**src/rtl/motoro3_ramp_ctrl_if.sv**
```systemverilog
// Command handshake between the host sequencer and the motor ramp controller.
interface motoro3_ramp_ctrl_if;
    logic       valid;
    logic       ready;
    logic       run;
    logic       dir;
    logic [9:0] freq;

    modport master (output valid, output run, output dir, output freq, input ready);
    modport slave  (input valid, input run, input dir, input freq, output ready);
endinterface

```
**src/rtl/motoro3_ramp_ctrl.sv**
```systemverilog
// Spin-up / spin-down sequencer for the motor-driver bridge: ramps the frequency
// word one LSB per step, reverses via a full stop plus dwell, and honours estop.
module motoro3_ramp_ctrl #(
    parameter logic [9:0]  FREQ_MIN  = 10'd1000,
    parameter logic [9:0]  FREQ_SLOW = 10'd1023,
    parameter int unsigned RAMP_DIV  = 1000,
    parameter int unsigned DWELL_CYC = 10000
) (
    input  logic                      clk,
    input  logic                      nRst,
    motoro3_ramp_ctrl_if.slave        cmd,
    input  logic                      estop,
    output logic                      m3start,
    output logic                      m3inv_or_stop,
    output logic [9:0]                m3freq,
    output logic                      at_speed,
    output logic [2:0]                state
);
    localparam int unsigned STEP_W  = (RAMP_DIV  > 1) ? $clog2(RAMP_DIV)  : 1;
    localparam int unsigned DWELL_W = (DWELL_CYC > 1) ? $clog2(DWELL_CYC) : 1;

    typedef enum logic [2:0] {
        IDLE  = 3'd0,
        RAMP  = 3'd1,
        RUN   = 3'd2,
        DECEL = 3'd3,
        DWELL = 3'd4
    } state_t;

    state_t             state_q, state_d;
    logic [9:0]         freq_q, freq_d;
    logic [9:0]         target_q, target_d;
    logic [9:0]         pend_target_q, pend_target_d;
    logic               start_q, start_d;
    logic               dir_q, dir_d;
    logic               pend_dir_q, pend_dir_d;
    logic               pend_q, pend_d;
    logic               at_speed_q, at_speed_d;
    logic [STEP_W-1:0]  step_q, step_d;
    logic [DWELL_W-1:0] dwell_q, dwell_d;

    logic       accept;
    logic       step_hit;
    logic [9:0] cmd_target;

    // Commands are only taken while a ramp can still be redirected and estop is clear.
    assign cmd.ready  = ((state_q == IDLE) || (state_q == RAMP) || (state_q == RUN)) && !estop;
    assign accept     = cmd.valid && cmd.ready;
    assign cmd_target = (cmd.freq < FREQ_MIN) ? FREQ_MIN : cmd.freq;
    assign step_hit   = (step_q == STEP_W'(RAMP_DIV - 1));

    always_ff @(posedge clk or negedge nRst) begin
        if (!nRst) begin
            state_q       <= IDLE;
            freq_q        <= FREQ_SLOW;
            target_q      <= FREQ_SLOW;
            pend_target_q <= FREQ_SLOW;
            start_q       <= 1'b0;
            dir_q         <= 1'b0;
            pend_dir_q    <= 1'b0;
            pend_q        <= 1'b0;
            at_speed_q    <= 1'b0;
            step_q        <= '0;
            dwell_q       <= '0;
        end else begin
            state_q       <= state_d;
            freq_q        <= freq_d;
            target_q      <= target_d;
            pend_target_q <= pend_target_d;
            start_q       <= start_d;
            dir_q         <= dir_d;
            pend_dir_q    <= pend_dir_d;
            pend_q        <= pend_d;
            at_speed_q    <= at_speed_d;
            step_q        <= step_d;
            dwell_q       <= dwell_d;
        end
    end

    always_comb begin
        state_d       = state_q;
        freq_d        = freq_q;
        target_d      = target_q;
        pend_target_d = pend_target_q;
        start_d       = start_q;
        dir_d         = dir_q;
        pend_dir_d    = pend_dir_q;
        pend_d        = pend_q;
        step_d        = step_hit ? '0 : step_q + STEP_W'(1);
        dwell_d       = dwell_q;

        if (accept) begin
            step_d = '0;
        end

        if (estop) begin
            // Dwell counter stays pinned at 0 for as long as estop is held.
            state_d = DWELL;
            start_d = 1'b0;
            freq_d  = FREQ_SLOW;
            pend_d  = 1'b0;
            dwell_d = '0;
        end else begin
            unique case (state_q)
                IDLE: begin
                    if (accept && cmd.run) begin
                        state_d  = RAMP;
                        freq_d   = FREQ_SLOW;
                        dir_d    = cmd.dir;
                        start_d  = 1'b1;
                        target_d = cmd_target;
                    end
                end
                RAMP, RUN: begin
                    if (accept) begin
                        if (!cmd.run) begin
                            pend_d  = 1'b0;
                            state_d = DECEL;
                        end else if (cmd.dir == dir_q) begin
                            target_d = cmd_target;
                            state_d  = RAMP;
                        end else begin
                            // Reversal goes through a full stop; remember where to go next.
                            pend_target_d = cmd_target;
                            pend_dir_d    = cmd.dir;
                            pend_d        = 1'b1;
                            state_d       = DECEL;
                        end
                    end else if (state_q == RAMP) begin
                        if (freq_q == target_q) begin
                            state_d = RUN;
                        end else if (step_hit) begin
                            freq_d = (freq_q < target_q) ? freq_q + 10'd1 : freq_q - 10'd1;
                            if (freq_d == target_q) begin
                                state_d = RUN;
                            end
                        end
                    end
                end
                DECEL: begin
                    if (freq_q == FREQ_SLOW) begin
                        state_d = DWELL;
                        start_d = 1'b0;
                        dwell_d = '0;
                    end else if (step_hit) begin
                        freq_d = (freq_q < FREQ_SLOW) ? freq_q + 10'd1 : freq_q - 10'd1;
                    end
                end
                DWELL: begin
                    if (dwell_q == DWELL_W'(DWELL_CYC - 1)) begin
                        dwell_d = '0;
                        if (pend_q) begin
                            state_d  = RAMP;
                            freq_d   = FREQ_SLOW;
                            dir_d    = pend_dir_q;
                            target_d = pend_target_q;
                            start_d  = 1'b1;
                            pend_d   = 1'b0;
                            step_d   = '0;
                        end else begin
                            state_d = IDLE;
                        end
                    end else begin
                        dwell_d = dwell_q + DWELL_W'(1);
                    end
                end
                default: begin
                    state_d = IDLE;
                end
            endcase
        end

        at_speed_d = (state_d == RUN);
    end

    assign m3start       = start_q;
    assign m3inv_or_stop = dir_q;
    assign m3freq        = freq_q;
    assign at_speed      = at_speed_q;
    assign state         = state_q;
endmodule

```
**src/flat_wrapper.sv**
```systemverilog
// flat-port wrapper written by rule: the top's interface ports become plain ports
module motoro3_ramp_ctrl_flat 
#(
    parameter logic [9:0]  FREQ_MIN  = 10'd1000,
    parameter logic [9:0]  FREQ_SLOW = 10'd1023,
    parameter int unsigned RAMP_DIV  = 1000,
    parameter int unsigned DWELL_CYC = 10000
)
  (clk, nRst, estop, m3start, m3inv_or_stop, m3freq, at_speed, state, cmd_valid, cmd_run, cmd_dir, cmd_freq, cmd_ready);
  motoro3_ramp_ctrl_if cmd_i ();
  input  logic clk;
  input  logic nRst;
  input  logic estop;
  output logic m3start;
  output logic m3inv_or_stop;
  output logic [9:0] m3freq;
  output logic at_speed;
  output logic [2:0] state;
  input wire logic [$bits(cmd_i.valid)-1:0] cmd_valid;
  input wire logic [$bits(cmd_i.run)-1:0] cmd_run;
  input wire logic [$bits(cmd_i.dir)-1:0] cmd_dir;
  input wire logic [$bits(cmd_i.freq)-1:0] cmd_freq;
  output wire logic [$bits(cmd_i.ready)-1:0] cmd_ready;
  assign cmd_i.valid = cmd_valid;
  assign cmd_i.run = cmd_run;
  assign cmd_i.dir = cmd_dir;
  assign cmd_i.freq = cmd_freq;
  assign cmd_ready = cmd_i.ready;
  motoro3_ramp_ctrl #(.FREQ_MIN(FREQ_MIN), .FREQ_SLOW(FREQ_SLOW), .RAMP_DIV(RAMP_DIV), .DWELL_CYC(DWELL_CYC)) u_core (.clk(clk), .nRst(nRst), .cmd(cmd_i), .estop(estop), .m3start(m3start), .m3inv_or_stop(m3inv_or_stop), .m3freq(m3freq), .at_speed(at_speed), .state(state));
endmodule
```
**config.mk**
```make
export PLATFORM = sky130hd
export DESIGN_NAME = motoro3_ramp_ctrl_flat
export DESIGN_NICKNAME = d
export VERILOG_FILES = /design/src/rtl/motoro3_ramp_ctrl_if.sv /design/src/rtl/motoro3_ramp_ctrl.sv /design/src/flat_wrapper.sv
export SDC_FILE = /design/constraint.sdc
export NUM_CORES = 1
export LEC_CHECK = 0
export BUFFER_PORTS_ARGS = -buffer_cell sky130_fd_sc_hd__buf_2
export CAP_MARGIN = 20
export CORE_MARGIN = 2
export CORE_UTILIZATION = 47
export DETAILED_ROUTE_END_ITERATION = 16
export SLEW_MARGIN = 15
export SYNTH_ARGS = -nofsm -noshare
export SYNTH_HDL_FRONTEND = slang
export SYNTH_SLANG_ARGS = --single-unit
```
**constraint.sdc**
```tcl
create_clock -name clk -period 3 [get_ports clk]
set_input_delay 0.15 -clock clk [delete_from_list [all_inputs] [get_ports clk]]
set_output_delay 0.15 -clock clk [all_outputs]
set_load 0.02 [all_outputs]
```
# Word level (Yosys, flattened, before mapping)
# Cells that the tools add are included.
# word_totals
reg_bits	62
latchBits	0
mem_bits_rw	0
mem_bits_ro	0
input_bits	16
output_inout_bits	17
elab_cells	130
mem_count	0
# op_classes
addsub	4
n_mul	0
div	0
magnitude_cmp	3
n_eq_ne	29
n_shift	0
muxes	60
n_bitwise	2
n_reduce_logical	21
# op_table
operator	n
two-way mux 10 bit	25
two-way mux 14 bit	3
one-hot mux 10 bit (4 select lines)	1
two-way mux 3 bit	10
one-hot mux 10 bit (3 select lines)	1
one-hot mux 14 bit (2 select lines)	1
!= test 3 x 2 -> 1 bit (second input constant)	7
adder 10 x 1 -> 10 bit (second input constant)	2
== test 10 bit	2
== test 10 bit (second input constant)	2
< comparator 10 bit (second input constant)	2
AND reduction 5 bit	3
adder 14 x 1 -> 14 bit (second input constant)	1
== test 14 bit (second input constant)	1
two-way mux 1 bit	14
!= test 3 bit (second input constant)	4
one-hot mux 3 bit (4 select lines)	1
< comparator 10 bit	1
AND reduction 10 bit	1
subtractor 10 x 1 -> 10 bit (second input constant)	1
== test 3 x 2 -> 1 bit (second input constant)	3
nonzero test 3 bit	3
!= test 2 x 1 -> 1 bit (second input constant)	4
AND reduction 8 bit	1
19 further kinds	25

# Logic depth before layout (Yosys ltp)
# Gate-level depths: netlist of the first run.
# depth
word_depth	11
mapped_depth	12
ltp_nobuf	10

# Worst setup path before layout of the first run
# Ideal clock, no wire load.
# synth_timing
kind	reg2reg
start	register u_core.freq_q[1] (netlist: u_core.m3freq[1])
end	register u_core.dwell_q[13]
setup_time_ns	0.133
arrival_ns	2.534
required_time_ns	2.867
setup_slack_ns	0.333
stages_incl_launch_ff	12
n_path_buf	2
period_less_slack_ns	2.667
path_cell_list	dfstp_2 > ha_1 > clkbuf_1 > nand4_1 > nor4b_2 > or3_1 > clkbuf_1 > nand3_1 > nor2_1 > nand3_1 > xor2_1 > nor2_1
# synth_via
elab_chain_len	3
# synth_rtl
element	line	text
from (decl)	motoro3_ramp_ctrl.sv:31	logic [9:0] freq_q, freq_d;
from (signal assigned)	motoro3_ramp_ctrl.sv:67	freq_q <= freq_d;
== test 10 bit	motoro3_ramp_ctrl.sv:141	if (freq_q == FREQ_SLOW) begin
!= test 3 x 2 -> 1 bit (no line)	--	
AND reduction 2 bit (no line)	--	
to (signal assigned)	motoro3_ramp_ctrl.sv:76	dwell_q <= dwell_d;
to (decl)	motoro3_ramp_ctrl.sv:40	logic [DWELL_W-1:0] dwell_q, dwell_d;
# No other way between the ends.
# A chain may end at the register's enable or synchronous reset.

# Worst setup path in the final report of the first run
# layout_timing
start	register u_core.freq_q[0] (netlist: u_core.m3freq[0])
end	register u_core.state_q[0] (netlist: u_core.state[0])
# layout_via
elab_chain_len	10
word_cells_on_any_way	15
classes_between	2 x add/sub; 1 x order compare; 3 x eq/ne; 9 x mux
# layout_rtl
element	line	text
subtractor 10 x 1 -> 10 bit, or another cell as far along	motoro3_ramp_ctrl.sv:133	freq_d = (freq_q < target_q) ? freq_q + 10'd1 : freq_q - 10'd1;
two-way mux 10 bit	motoro3_ramp_ctrl.sv:133	
== test 10 bit	motoro3_ramp_ctrl.sv:134	if (freq_d == target_q) begin
two-way mux 3 bit	motoro3_ramp_ctrl.sv:134	
two-way mux 3 bit	motoro3_ramp_ctrl.sv:132	end else if (step_hit) begin
two-way mux 3 bit	motoro3_ramp_ctrl.sv:130	if (freq_q == target_q) begin
two-way mux 3 bit	motoro3_ramp_ctrl.sv:129	end else if (state_q == RAMP) begin
two-way mux 3 bit	motoro3_ramp_ctrl.sv:115	if (accept) begin
one-hot mux 3 bit (4 select lines) (*)	motoro3_ramp_ctrl.sv:104	unique case (state_q)
two-way mux 3 bit (*)	motoro3_ramp_ctrl.sv:96	if (estop) begin
named net u_core.state_d[0]	motoro3_ramp_ctrl.sv:30	state_t state_q, state_d;
to (signal assigned)	motoro3_ramp_ctrl.sv:66	state_q <= state_d;
to (decl)	motoro3_ramp_ctrl.sv:30	
# Mark *: on every way through the listed nets, which the timed path passes. The rest lies on a longest branch.

==> flow_metrics.py, run 1 <==
metrics = {
    "outcome": {
        "outcome": "complete, but fails checks",
        "violations": "hold timing",
    },
    "synth": {
        "synth_fp_nets": 529,
        "synth_cells": 499,
        "ys_seq_area_frac": 0.3747,
        "avgSynthCellArea_um2": 8.498,
        "synth_warnings": 0,
        "synth_ff_type": "dfrtp_1",
        "syn_area_um2": 4240,
        "postSynth.asyncResetShare": 1.000,
        "synth-edff-count": 0,
        "ys_ff_latch": 62,
        "synth_top_area_share": 0.1888,
        "synth_top_area_cell": "dfrtp_1",
        "ys_types": 62,
        "netlist_top_cells_area": "dfrtp_1 (19%), dfstp_2 (19%), nor2_1 (4.9%)",
    },
    "setup_path": {
        "critPathMaxFanout": 9,
        "crit_chain": "inv_1 > ha_1 > or4b_4 > or4_1 > nand2_1 > nor4bb_1 > and4b_1 > o221a_2 > nand2b_4 > a221oi_2",
        "crit-reg2reg-launch": "u_core.m3freq[0]$_DFFE_PN1P_",
        "path_buf_inv": 1,
        "crit_family": "simple AND/OR/NAND/NOR gates",
        "slowest_delay_ns": 0.51,
        "r2r_end": "u_core.state[0]$_DFF_PN0_",
        "endpoint_kind": "flip-flop",
        "setup.worst_path.start_class": "flip-flop",
        "rrSetupSlack_ns": 0.21,
        "arrival_ns": 3.04,
        "crit_type": "flip-flop to flip-flop",
        "critPathSlowestCell": "or4b_4",
        "required_ns": 3.25,
        "reg2regPathDepth": 10,
    },
    "final_layout": {
        "fin_nets": 576,
        "final_cell_mix": "nor2_1 (55), nand2_1 (41), a21oi_1 (37), o21ai_0 (35)",
        "syn_to_final_growth_pct": 13.34,
        "drive_above_1_share": 0.2214,
        "regArea_um2": 1589,
        "antenna_cells": 0,
        "mostFrequentLayoutCell": "nor2_1",
        "finalNonFillerCells": 659,
        "multiInputGateArea_um2": 2440,
        "nFillCells": 852,
    },
    "power": {
        "p_switching_mw": 0.6899,
        "p_leak_nw": 2.114,
        "swShare": 0.3180,
        "internal_power_mw": 1.479,
        "pwr_density_cell_nw_per_um2": 451.4,
        "combPwrFrac": 0.221,
        "power.share.clock": 0.300,
        "pwr-share-seq": 0.478,
        "ir_drop_uv": 292.5,
    },
    "drt": {
        "drtPass1Iterations": 4,
        "drc_errors": 0,
        "met1_length_um": 4887,
        "dr.max_layer_used": "met4",
        "finalWirelength_um": 11180,
        "dr.first_iter.drc_count": 178,
        "ant_nets": 0,
        "met3RoutedLength_um": 517,
        "dr_total_vias": 3856,
        "routed-wl-met2_um": 5518,
        "drt-vias-per-instance": 5.851,
        "wl_per_cell_um": 16.97,
    },
    "timing": {
        "finalCritPeriodShare": 0.9300,
        "final.setup.tns_ns": 0,
        "tightest_slew_ns": 0.9572,
        "fin_skew_ns": 0.01044,
        "min_period_ns": 2.790,
        "rsz0062_at_grt": "false",
        "fmax_ghz": 0.3584,
        "layout_setup_ws_ns": 0.2100,
        "slew_viol_final": 0,
        "hold_ws_ns": -0.02611,
        "finalHoldViolCount": 32,
        "setup_viol_count_final": 0,
        "slew_headroom": 0.3619,
    },
    "floorplanning": {
        "start_util": 0.4862,
        "core_area_um2": 8721,
        "die-height_um": 98.99,
        "row_count": 34,
        "pin_count": 33,
        "die-area_um2": 9798,
        "die_x_um": 98.99,
    },
    "clocking": {
        "cts.sinks": 62,
        "post_cts_buffers": 0,
        "cts.clk_slew.worst_paths_ns": 0.07,
        "numCtsBuffers": 9,
        "post_cts_resized": 0,
        "root_buffer": "clkbuf_8",
        "clockBufferDepth": 2,
        "h-tree-depth": 3,
        "cts_tree": "built",
        "worstSkewPairLatency_ns": 0.34,
        "ctsHoldBuffers": 0,
    },
    "placement": {
        "numPortBuffers": 32,
        "placedCellCount": 643,
        "place_congestion": 0.8709,
        "dp_hpwl_um": 8400,
        "dp_slack_ns": 0.2449,
    },
    "flow_run": {
        "maxCapViolCount": 0,
    },
    "grt": {
        "grt_use_total": 0.2395,
        "overflow": 0,
        "grt_pass1_wl_um": 18760,
        "antenna_found_initial": 0,
        "grt_max_degree": 43,
        "grt_pass1_vias": 3911,
    },
    "min_path": {
        "min_path_type": "input pin to async pin",
    },
}
## worst reg2reg max path: cells and delay by family (launching register included)
| kind | cells | cell delay (ns) |
|---|---|---|
| and+or+nand+nor | 6 | 1.43 |
| AOI/OAI and AO/OA | 2 | 0.52 |
| DFF | 1 | 0.43 |
| adders and majority gates | 1 | 0.20 |
| buffers and inverters | 1 | 0.13 |
## synth_stat cells (4+ instances only)
library cell / count
o31ai_1: 5
xnor2_1: 19
buf_6: 4
xor2_1: 20
nand4_1: 9
and3_1: 12
a21oi_1: 37
nor2_1: 55
o211ai_1: 6
nor4b_1: 4
or3_1: 4
nand2b_1: 5
or2_2: 7
mux2i_1: 8
nand3_1: 28
dfstp_2: 30
ha_1: 14
dfrtp_1: 32
nor3_1: 21
inv_1: 25
clkbuf_1: 11
buf_2: 6
o21ai_0: 35
a31oi_1: 4
nand2_1: 41
## per-stage QoR
stage | power (mW) | instance area (um2) | util
floorplan | 1.378 | 4240 | -
global placement | 1.521 | 4638 | 0.5319
detailed placement | 1.529 | 4638 | 0.5319
CTS | 2.191 | 4806 | 0.5511
global route | 2.306 | 4806 | 0.5511
finish | 2.169 | 4806 | 0.5511
## cell families (layout without fill, tap and decap cells)
kind of cell,after synthesis,in the layout,synth area share
adders and majority gates,14,14,0.04131
DFF,62,62,0.3747
muxes,10,10,0.02420
AOI/OAI and AO/OA,118,118,0.1759
xor gates and xnor gates,39,39,0.08056
buffers and inverters,47,99,0.05134
and+or+nand+nor,209,209,0.2520
## flip-flops by register name, indices dropped and copies added, names as in the netlist, 3 cells and up
name	cells
u_core.step_q	10
u_core.dwell_q	14
u_core.state	3
u_core.target_q	10
u_core.pend_target_q	10
u_core.m3freq	10
## per-layer routing
layer / vias to the layer above / GRT usage
met5: - / 0
met4: 0 / 0.09273
met3: 18 / 0.03688
met2: 103 / 0.4148
met1: 1849 / 0.3002
li1: 1886 / -
## how the worst max path moves through the flow
stage	from	endpoint	slack, ns	depth (start not counted)
finish	u_core.m3freq[0]$_DFFE_PN1P_	u_core.state[0]$_DFF_PN0_	0.21	10
global route	u_core.target_q[7]$_DFFE_PN1P_	u_core.state[0]$_DFF_PN0_	0.05	11
CTS	u_core.m3freq[0]$_DFFE_PN1P_	u_core.state[0]$_DFF_PN0_	0.23	10
detailed placement	u_core.m3freq[0]$_DFFE_PN1P_	u_core.m3freq[1]$_DFFE_PN1P_	0.24	9
global placement	u_core.m3freq[0]$_DFFE_PN1P_	u_core.m3freq[1]$_DFFE_PN1P_	0.21	9
floorplan	u_core.m3freq[1]$_DFFE_PN1P_	u_core.dwell_q[13]$_DFFE_PN0P_	0.33	11
## power by group through the flow
stage	combinational, mW	sequential [mW]	clock (mW)
2_1_floorplan	0.335	1.04	0
3_3_place_gp	0.471	1.05	0
4_1_cts	0.482	1.04	0.672
3_5_place_dp	0.480	1.05	0
5_1_grt	0.540	1.05	0.713
6_report	0.480	1.04	0.651
## final cells by class
cell class	instances	area share
inverter	25	0.01953
timing repair buffer	58	0.07915
tap	108	0.02812
clock buffer	12	0.03020
sequential	62	0.3306
multi-input combinational	390	0.5077
clock inverter	4	0.004686
Power figures use the tool's default switching activity.
==> run 2: changes to the inputs <==
CORE_ASPECT_RATIO = 1.5   (was not set)
==> run 2 against run 1 <==
  * Maximum frequency is 0.11% higher
  * Highest routed layer unchanged
  * Combinational power decreased by 3%
  * Power rose by 22%
  * Die area is 0.16% higher
  * Register-to-register slack hardly changed
  * The flow now finishes without violations
  * First-iteration DRC count increased by 43%
  * Clock skew fell by 0.0032 ns
  * Cell area rose by 3.4%
  * Critical path depth did not move
  * Hold slack better by 0.086 ns
==> flow_metrics.py, run 2 (synthesis results as in run 1) <==
metrics = {
    "outcome": {
        "outcome": "completed",
    },
    "clocking": {
        "root_buffer": "clkbuf_16",
        "h-tree-depth": 3,
        "cts_tree": "built",
        "cts.clk_slew.worst_paths_ns": 0.06,
        "numCtsBuffers": 9,
        "cts.sinks": 62,
        "post_cts_buffers": 0,
        "clockBufferDepth": 2,
        "worstSkewPairLatency_ns": 0.33,
    },
    "grt": {
        "busiest_layer": "met2",
        "grt_pass1_vias": 3893,
        "grt_use_total": 0.2601,
        "grt_max_degree": 27,
        "use_met1": 0.2937,
        "met2_usage": 0.4590,
        "antenna_found_initial": 0,
        "overflow": 0,
        "grt_pass1_wl_um": 19300,
        "use_met3": 0.04851,
    },
    "timing": {
        "slew_viol_final": 0,
        "slew_headroom": 0.5368,
        "layout_setup_ws_ns": 0.2131,
        "finalCritPeriodShare": 0.9290,
        "final.setup.tns_ns": 0,
        "min_period_ns": 2.787,
        "tightest_slew_ns": 0.6895,
        "rsz0062_at_grt": "false",
        "finalHoldViolCount": 0,
        "hold_ws_ns": 0.06017,
        "fin_skew_ns": 0.007228,
        "fmax_ghz": 0.3588,
        "setup_viol_count_final": 0,
    },
    "final_layout": {
        "final_cell_mix": "nor2_1 (55), nand2_1 (41), a21oi_1 (37), o21ai_0 (35)",
        "syn_to_final_growth_pct": 17.20,
        "finalNonFillerCells": 664,
        "mostFrequentLayoutCell": "nor2_1",
        "fin_nets": 579,
        "antenna_cells": 0,
        "largest_reg_flops": 14,
        "nFillCells": 818,
        "drive_above_1_share": 0.2274,
        "top_register": "u_core.dwell_q",
        "final_area_um2": 4970,
        "postLayoutCoreUtil": 0.5663,
    },
    "setup_path": {
        "crit_type": "flip-flop to flip-flop",
        "critPathMaxFanout": 11,
        "endpoint_kind": "flip-flop",
        "path_buf_inv": 2,
        "crit_chain": "inv_1 > ha_1 > a21oi_1 > a21boi_0 > o31ai_1 > and2_1 > buf_4 > mux2i_1 > o221a_2 > o2111a_1",
        "setup.worst_path.start_class": "flip-flop",
        "arrival_ns": 3.03,
        "crit-reg2reg-launch": "u_core.target_q[4]$_DFFE_PN1P_",
        "rrSetupSlack_ns": 0.21,
        "required_ns": 3.25,
        "crit_family": "compound AO/OA/AOI/OAI gates",
        "critPathSlowestCell": "dfstp_2",
        "slowest_delay_ns": 0.53,
        "reg2regPathDepth": 10,
        "r2r_end": "u_core.at_speed$_DFF_PN0_",
    },
    "drt": {
        "finalWirelength_um": 11730,
        "ant_nets": 0,
        "drt-vias-per-instance": 5.896,
        "drc_errors": 0,
        "wl_per_cell_um": 17.66,
        "dr_total_vias": 3915,
        "dr.first_iter.drc_count": 255,
        "drtPass1Iterations": 5,
    },
    "placement": {
        "place_congestion": 0.9098,
        "dp_hpwl_um": 9023,
        "placed_cell_area_um2": 4631,
        "placedCellCount": 647,
        "dp_slack_ns": 0.2892,
        "numPortBuffers": 32,
    },
    "power": {
        "pwr_density_cell_nw_per_um2": 531.2,
        "p_leak_nw": 2.193,
        "ir_drop_uv": 499.5,
        "p_total_mw": 2.640,
    },
    "floorplanning": {
        "die-height_um": 120.3,
        "die-area_um2": 9814,
        "core_area_um2": 8776,
        "die_x_um": 81.56,
        "start_util": 0.4832,
        "pin_count": 33,
        "row_count": 42,
    },
    "flow_run": {
        "maxCapViolCount": 0,
    },
    "min_path": {
        "min_path_type": "input pin to flip-flop",
        "min_to": "u_core.pend_target_q[0]$_DFFE_PN1P_",
        "hold_start": "cmd_freq[0]",
        "holdPathStages": 3,
    },
}
[run 2: cell types whose count changed in the layout (fill, tap and decap cells not counted)]
cell	change
clkbuf_8	-8
bufinv_16	+1
clkinv_4	+1
clkinv_2	-2
clkbuf_16	+10
dlygate4sd3_1	+1
buf_12	-2
buf_4	+4
clkbuf_1	-2
[run 2: layer usage]
metal,share of wire,wire [um]
met2,0.55,6470
met4,0.030,355
met1,0.39,4535
met3,0.031,365
met5,0,0
[run 2: worst reg2reg max path: stages, from the launching register on]
cell      delay (ns)
dfstp_2         0.53
inv_1           0.06
ha_1            0.31
a21oi_1         0.16
a21boi_0        0.10
o31ai_1         0.35
and2_1          0.26
buf_4           0.23
mux2i_1         0.21
o221a_2         0.24
o2111a_1        0.27
[run 2: what timing repair did]
item,in CTS,in global routing
endpoints found under the hold margin,5,0
hold buffers,1,0
gates resized for setup,0,0
[run 2: report_power, final]
group	internal, mW	switching (mW)
Combinational	0.206	0.260
Clock	0.738	0.385
Sequential	0.947	0.102
[run 2: worst max path at each step]
stage | start | endpoint | slack (ns) | depth (start not counted)
2_1_floorplan | u_core.m3freq[1]$_DFFE_PN1P_ | u_core.dwell_q[13]$_DFFE_PN0P_ | 0.33 | 11
3_3_place_gp | u_core.m3freq[0]$_DFFE_PN1P_ | u_core.state[0]$_DFF_PN0_ | 0.30 | 10
3_5_place_dp | u_core.m3freq[0]$_DFFE_PN1P_ | u_core.state[0]$_DFF_PN0_ | 0.29 | 10
4_1_cts | u_core.target_q[4]$_DFFE_PN1P_ | u_core.at_speed$_DFF_PN0_ | 0.26 | 10
5_1_grt | u_core.target_q[5]$_DFFE_PN1P_ | u_core.state[0]$_DFF_PN0_ | 0.07 | 11
6_report | u_core.target_q[4]$_DFFE_PN1P_ | u_core.at_speed$_DFF_PN0_ | 0.21 | 10
[run 2: area by class of cell]
class	count	area (um2)	area share
tap	110	137.6	0.02769
sequential	62	1589	0.3197
clock buffer	12	277.8	0.05589
timing repair buffer	61	380.4	0.07654
inverter	25	93.84	0.01888
multi-input combinational	390	2440	0.4909
clock inverter	4	51.30	0.01032
